==> config.mk <==
export PLATFORM = sky130hd
export DESIGN_NAME = dsm_sample_scheduler
export DESIGN_NICKNAME = d
export VERILOG_FILES = /design/src/rtl/dsm_sample_scheduler.sv
export SDC_FILE = /design/constraint.sdc
export NUM_CORES = 1
export LEC_CHECK = 0
export CORE_MARGIN = 2
export CORE_UTILIZATION = 42
export CTS_CLUSTER_DIAMETER = 150
export DETAILED_ROUTE_END_ITERATION = 12
export MAX_ROUTING_LAYER = met4
export SYNTH_ARGS = -nofsm -noshare
export SYNTH_HDL_FRONTEND = slang
export SYNTH_SLANG_ARGS = --single-unit
==> constraint.sdc <==
create_clock -name clk -period 2.7 [get_ports clk]
set_clock_uncertainty 0.15 [all_clocks]
set_input_delay 0.54 -clock clk [delete_from_list [all_inputs] [get_ports clk]]
set_output_delay 0.54 -clock clk [all_outputs]
set_load 0.01 [all_outputs]
==> src/rtl/dsm_sample_scheduler.sv <==
// Sample scheduler for the DSM DAC: buffers upstream samples in a small FIFO and
// releases one every OSR clocks to the modulator input, with priming, underrun and shutdown.
module dsm_sample_scheduler #(
  parameter int DATA_WIDTH = 16,
  parameter int OSR        = 100,
  parameter int FIFO_DEPTH = 4,
  parameter int PRIME_LVL  = 2
) (
  input  logic                          clk,
  input  logic                          rst,
  input  logic                          enable,
  input  logic                          s_valid,
  input  logic [DATA_WIDTH-1:0]         s_data,
  output logic                          s_ready,
  output logic [DATA_WIDTH-1:0]         dsm_in,
  output logic                          dsm_en,
  output logic                          sample_strobe,
  output logic [$clog2(FIFO_DEPTH):0]   fifo_level,
  output logic                          underrun,
  output logic [15:0]                   underrun_cnt,
  output logic [1:0]                    state
);

  localparam int PW = $clog2(FIFO_DEPTH);
  localparam int LW = PW + 1;
  localparam int CW = $clog2(OSR);

  typedef enum logic [1:0] {
    IDLE     = 2'd0,
    PRIME    = 2'd1,
    RUN      = 2'd2,
    UNDERRUN = 2'd3
  } state_t;

  state_t                st;
  logic [DATA_WIDTH-1:0] mem [FIFO_DEPTH];
  logic [PW-1:0]         wr_ptr;
  logic [PW-1:0]         rd_ptr;
  logic [CW-1:0]         cnt;
  logic                  full;
  logic                  stopping;
  logic                  cnt_last;
  logic                  push;
  logic                  pop;

  assign state    = st;
  assign underrun = (st == UNDERRUN);
  assign full     = (fifo_level == LW'(FIFO_DEPTH));
  assign stopping = (st != IDLE) && !enable;
  assign s_ready  = rst && !full && !stopping;
  assign push     = s_valid && s_ready;
  assign cnt_last = (cnt == CW'(OSR - 1));

  // Pop decisions look only at the level before this cycle's push.
  always_comb begin
    pop = 1'b0;
    case (st)
      PRIME:         pop = (fifo_level >= LW'(PRIME_LVL));
      RUN, UNDERRUN: pop = cnt_last && (fifo_level != '0);
      default:       pop = 1'b0;
    endcase
  end

  always_ff @(posedge clk) begin
    if (push) mem[wr_ptr] <= s_data;
  end

  always_ff @(posedge clk) begin
    if (!rst) begin
      st            <= IDLE;
      wr_ptr        <= '0;
      rd_ptr        <= '0;
      fifo_level    <= '0;
      dsm_in        <= '0;
      dsm_en        <= 1'b0;
      sample_strobe <= 1'b0;
      underrun_cnt  <= '0;
      cnt           <= '0;
    end else if (stopping) begin
      // Shutdown mutes and flushes but keeps the underrun history.
      st            <= IDLE;
      wr_ptr        <= '0;
      rd_ptr        <= '0;
      fifo_level    <= '0;
      dsm_in        <= '0;
      dsm_en        <= 1'b0;
      sample_strobe <= 1'b0;
      cnt           <= '0;
    end else begin
      if (push) wr_ptr <= wr_ptr + PW'(1);
      if (pop) begin
        rd_ptr <= rd_ptr + PW'(1);
        dsm_in <= mem[rd_ptr];
      end
      fifo_level <= fifo_level + LW'(push) - LW'(pop);

      case (st)
        IDLE: begin
          cnt           <= '0;
          sample_strobe <= 1'b0;
          if (enable) st <= PRIME;
        end
        PRIME: begin
          if (pop) begin
            st            <= RUN;
            dsm_en        <= 1'b1;
            cnt           <= '0;
            sample_strobe <= 1'b0;
          end
        end
        RUN, UNDERRUN: begin
          if (cnt_last) begin
            cnt           <= '0;
            sample_strobe <= 1'b0;
            if (pop) begin
              st <= RUN;
            end else begin
              st <= UNDERRUN;
              if (underrun_cnt != 16'hFFFF) underrun_cnt <= underrun_cnt + 16'd1;
            end
          end else begin
            cnt           <= cnt + CW'(1);
            sample_strobe <= (cnt == CW'(OSR - 2));
          end
        end
        default: st <= IDLE;
      endcase
    end
  end

endmodule

Yosys cells after proc, flatten, opt, wreduce, memory -nomap -nowiden
Memories as Yosys holds them, arrays and structs flattened. A register that Yosys moved wholly into a read port is not among the register bits.
Index checks and enable logic that the tools add are counted.
Cells by class
  shifts and indexed selects: 0
  bitwise operators: 3
  muxes and demuxes: 14
  add/subtract/negate cells: 6
  reductions and logical operators: 16
  divide/modulo/power cells: 0
  eq/ne operators: 10
  multiply operators: 0
  magnitude comparators: 1
Operators with widths (number)
  one-hot mux 7 bit (3 select lines): 1
  adder 16 x 1 -> 16 bit (second input constant): 1
  != test 16 bit (second input constant): 1
  equality test 7 bit (second input constant): 2
  two-way mux 7 bit: 2
  adder 7 x 1 -> 7 bit (second input constant): 1
  two-way mux 2 bit: 3
  != test 2 bit (second input constant): 3
  one-hot mux 2 bit (3 select lines): 1
  logical AND 1 bit: 5
  two-way mux 1 bit: 5
  AND reduction 5 bit: 1
  adder 2 x 1 -> 2 bit (second input constant): 2
  equality test 2 bit (second input constant): 2
  OR reduction 2 bit: 2
  adder 3 x 1 -> 3 bit: 1
  equality test 3 bit (second input constant): 1
  >= comparator 3 x 2 -> 1 bit (second input constant): 1
  zero test 1 bit: 3
  NOT 1 bit: 3
  one-hot mux 1 bit (3 select lines): 1
  AND reduction 3 bit: 1
  nonzero test 3 bit: 1
  subtractor 3 x 1 -> 3 bit: 1
  other kinds (5): 5
Storage, ports and cells
  memory bits (writable): 64
  input port bits: 20
  register bits: 34
  memory bits (read-only): 0
  output and inout bits: 41
  word-level logic and storage cells: 59
  latch bits: 0
  memories kept: 1
Memories
  mem: depth 4, bits a word 16, rd ports 1, clocked after Yosys merged registers in 1, write ports 1, RTL line 36  | logic [DATA_WIDTH-1:0] mem [FIFO_DEPTH];

Logic depth before layout (Yosys ltp)
  depth after elaboration: 7
  depth in mapped cells: 13
  gate-level depth less buffers: 12

Least setup slack after synthesis
No wires, ideal clock.
  path type: reg-to-reg
  start point: register fifo_level[1]
  end point: register fifo_level[2]
  path slack: 0.154 ns
  arrival time: 2.269 ns
  required time: 2.422 ns
  period minus slack after synthesis: 2.546 ns
  setup time: 0.128 ns
  path buffers: 1
  stages on the path, launching flop included: 14
  path through: dfxtp_1 -> inv_1 -> ha_1 -> nor3b_1 -> a31oi_1 -> buf_2 -> inv_1 -> ha_1 -> inv_1 -> ha_1 -> inv_1 -> fa_1 -> xnor2_1 -> nor2_1
On the way
  elaborated cells between the ends (all ways): 11
  classes of those cells: 2 x add/sub; 1 x order compare; 1 x eq/ne; 1 x mux; 6 x reduce/logical
RTL lines
  start, declared: RTL line 18  | output logic [$clog2(FIFO_DEPTH):0] fifo_level,
  start signal, assigned: RTL line 95  | fifo_level <= fifo_level + LW'(push) - LW'(pop);
  parallel branches: the longest is 2 deep, another holds >= comparator 3 x 2 -> 1 bit
  one-hot mux 1 bit (2 select lines) (*): RTL line 57  | case (st)
  net pop: RTL line 44  | logic pop;
  subtractor 3 x 1 -> 3 bit (*): RTL line 95
Mark *: on every way through the listed nets, which the timed path passes.
A chain may end at the register's enable or synchronous reset.

Worst setup path after layout
Same ends and word-level chain as after synthesis.

==> qor.yml <==
status: "finished, final reports clean"
wire_per_inst_um: 16.2
grt_pass1_vias: 2893
track_usage: 0.175
finalHoldViolCount: 0
synth_top_area_frac: 0.415
antenna_left: 0
cts_tree: "built"
synth_commonest_cells: "edfxtp_1 (64), dfxtp_1 (50), nor2_1 (36)"
vias: 2922
yosys.area.top_type: "edfxtp_1"
ios: 61
grt_max_degree: 28
dp_cells: 543
syn_avg_cell_area_um2: 13.6
synth_cell_types: 44
worstPathRequired_ns: 2.94
grt_pass1_wl_um: 14700
overflow: 0
synth_nets: 372
min-delay-start: "sample_strobe$_SDFFE_PP0P_"
critical_path_class: "reg -> reg"
yosysMostFrequentCell: "edfxtp_1"
r2r_setup_slack_ns: 0.24
rsz0062_at_grt: "false"
critPathMaxFanout: 5
arrival_ns: 2.70
hold_class: "reg -> reg"
power_density_nw_per_um2: 703
routabilityCongestion: 0.787
worstSetupEndpointType: "flop"
drc_errors: 0
synth-edff-count: 64
std_cell_rows: 38
synthFlopType: "edfxtp_1"
synth_area_um2: 4630
first_iter_violations: 112
ir_drop_mv: 0.491
ff2ff_path_depth: 11
ys_async_sr_fraction: 0
ys_seq_elements: 114
cts_buffers: 17
post-cts-setup-buffer-count: 0
fp.dieArea_um2: 11900
grt_antenna_before_repair: 0
diodes: 0
timing.fmax_mhz: 407
ctsHoldBuffers: 0
layout-drive-gt1-share: 0.147
max-clock-path-buffers: 2
synth.top_cells.by_area: "edfxtp_1 (41%), dfxtp_1 (22%), mux4_2 (7.8%), mux2i_1 (4.3%), nor2_1 (2.9%)"
dp_hpwl_um: 6120
setup_viol: 0
ys_warn_count: 0
clk_latency_ns: 0.51
post-place-ws_ns: -0.111
syn2layout_area_growth_pct: 30.7
fin_tns_setup_ns: 0
wirelength_um: 9340
drv_slew: 0
maxSlewHeadroom: 0.641
setup_slack_ns: 0.240
core_area_um2: 10800
clkSinkCount: 114
maxCapViolations: 0
seq_area_frac_synth: 0.631
dr.pass1.iters: 4
viasPerCell: 5.08
die_w_um: 109
initial_utilization: 0.429
finalNonFillerCells: 575
cp-start-kind: "flop"
min_period_ns: 2.46
die-height_um: 109
clk_pin_slew_ns: 0.06
root_buffer: "clkbuf_8"
power_leakage_nw: 2.18
worstHoldEndpoint: "sample_strobe$_SDFFE_PP0P_"
cts.htree.levels: 4
worst_slew_pin_slew_ns: 0.533
rr_endpoint: "fifo_level[2]$_SDFF_PP0_"
synth_cells: 341
final_nets: 453
portBuffers: 60
min_delay_path_depth: 2
timing.final.crit_share: 0.911
worstReg2RegStart: "fifo_level[1]$_SDFF_PP0_"
-- layout by cell type, fill, tap and decap left out, drive strengths merged, types with 3 or more instances in the layout --
cell type      instances
xnor2                  8
o21a                   3
nand2                 14
clkinvlp               3
mux4                  16
nand4                  7
and2                   6
and3                   6
ha                    10
clkbuf                22
or3                    7
buf                   16
nor3b                  3
xor2                   3
nand2b                 4
edfxtp                64
or4                    3
clkdlybuf4s50         59
nor2                  36
dfxtp                 50
nand3                 11
a21oi                  5
nor4                   3
a21boi                 6
o21ai                  7
nor3                   3
inv                   12
clkinv                 6
mux2i                 20
-- through the flow --
stage | instance area [um^2] | hold WS [ns] | total power [mW] | util
2_1_floorplan | 4630 | 0.317 | 2.16 | -
4_1_cts | 6040 | 0.305 | 4.32 | 0.560
6_report | 6050 | 0.305 | 4.26 | 0.561
3_3_place_gp | 5520 | 0.297 | 2.33 | 0.511
3_5_place_dp | 5520 | 0.295 | 2.34 | 0.511
5_1_grt | 6050 | 0.313 | 4.43 | 0.561
-- cell type report --
| class | instances | area (um^2) |
|---|---|---|
| fill | 903 | 4740 |
| timing repair buffer | 76 | 757 |
| sequential | 114 | 2920 |
| clock buffer | 22 | 443 |
| inverter | 12 | 45.0 |
| tap | 140 | 175 |
| clock inverter | 10 | 86.3 |
| multi-input combinational | 201 | 1620 |
-- where the power goes --
part	leakage, nW	switching (mW)	internal (mW)	total (mW)
Combinational	0.944	0.179	0.187	0.366
Clock	0.248	0.729	1.23	1.96
Sequential	0.984	0.0346	1.90	1.93
Total	2.18	0.943	3.32	4.26
-- how the worst max path moves through the flow --
stage,endpoint,depth (start not counted),startpoint
floorplan,fifo_level[2]$_SDFF_PP0_,13,fifo_level[1]$_SDFF_PP0_
global placement,fifo_level[2]$_SDFF_PP0_,10,rst
detailed placement,fifo_level[2]$_SDFF_PP0_,10,rst
CTS,fifo_level[2]$_SDFF_PP0_,12,fifo_level[2]$_SDFF_PP0_
global route,fifo_level[2]$_SDFF_PP0_,12,fifo_level[2]$_SDFF_PP0_
finish,fifo_level[2]$_SDFF_PP0_,11,fifo_level[1]$_SDFF_PP0_
-- what timing repair did --
| action | 4_1_cts | 5_1_grt |
|---|---|---|
| resized for setup | 2 | 2 |
| cloned | 0 | 0 |
| setup endpoints to repair | 1 | 1 |
-- state kept, by name (all words and copies together) (netlist names), 2 cells and up --
signal	cells
cnt	7
rd_ptr	2
mem	64
underrun_cnt	16
dsm_in	16
state	2
fifo_level	3
wr_ptr	2
-- routing by layer --
layer | track usage | routed length (um)
met1 | 0.205 | 4190
met5 | - | 0
met4 | 0.0659 | 121
met3 | 0.0538 | 360
met2 | 0.284 | 4670
-- critical path, stage by stage, from the launching register on --
cell and delay (ns):
dfxtp_1 0.30, buf_4 0.15, o31a_1 0.32, a31oi_2 0.22, inv_1 0.12, ha_1 0.28, inv_1 0.05, ha_1 0.13
inv_1 0.05, fa_1 0.37, xnor2_1 0.16, nor2_1 0.05
-- logic make-up (layout without fill, tap and decap cells) --
logic type / after synthesis / in the layout / share of synthesized area
DFF: 114 / 114 / 0.631
and+or+nand+nor: 113 / 113 / 0.129
muxes: 37 / 37 / 0.123
AOI/OAI and AO/OA: 29 / 29 / 0.0416
buffers and inverters: 26 / 120 / 0.0227
adders and majority gates: 11 / 11 / 0.0313
xor gates and xnor gates: 11 / 11 / 0.0208
No activity file was read; power rests on OpenSTA's default activity.
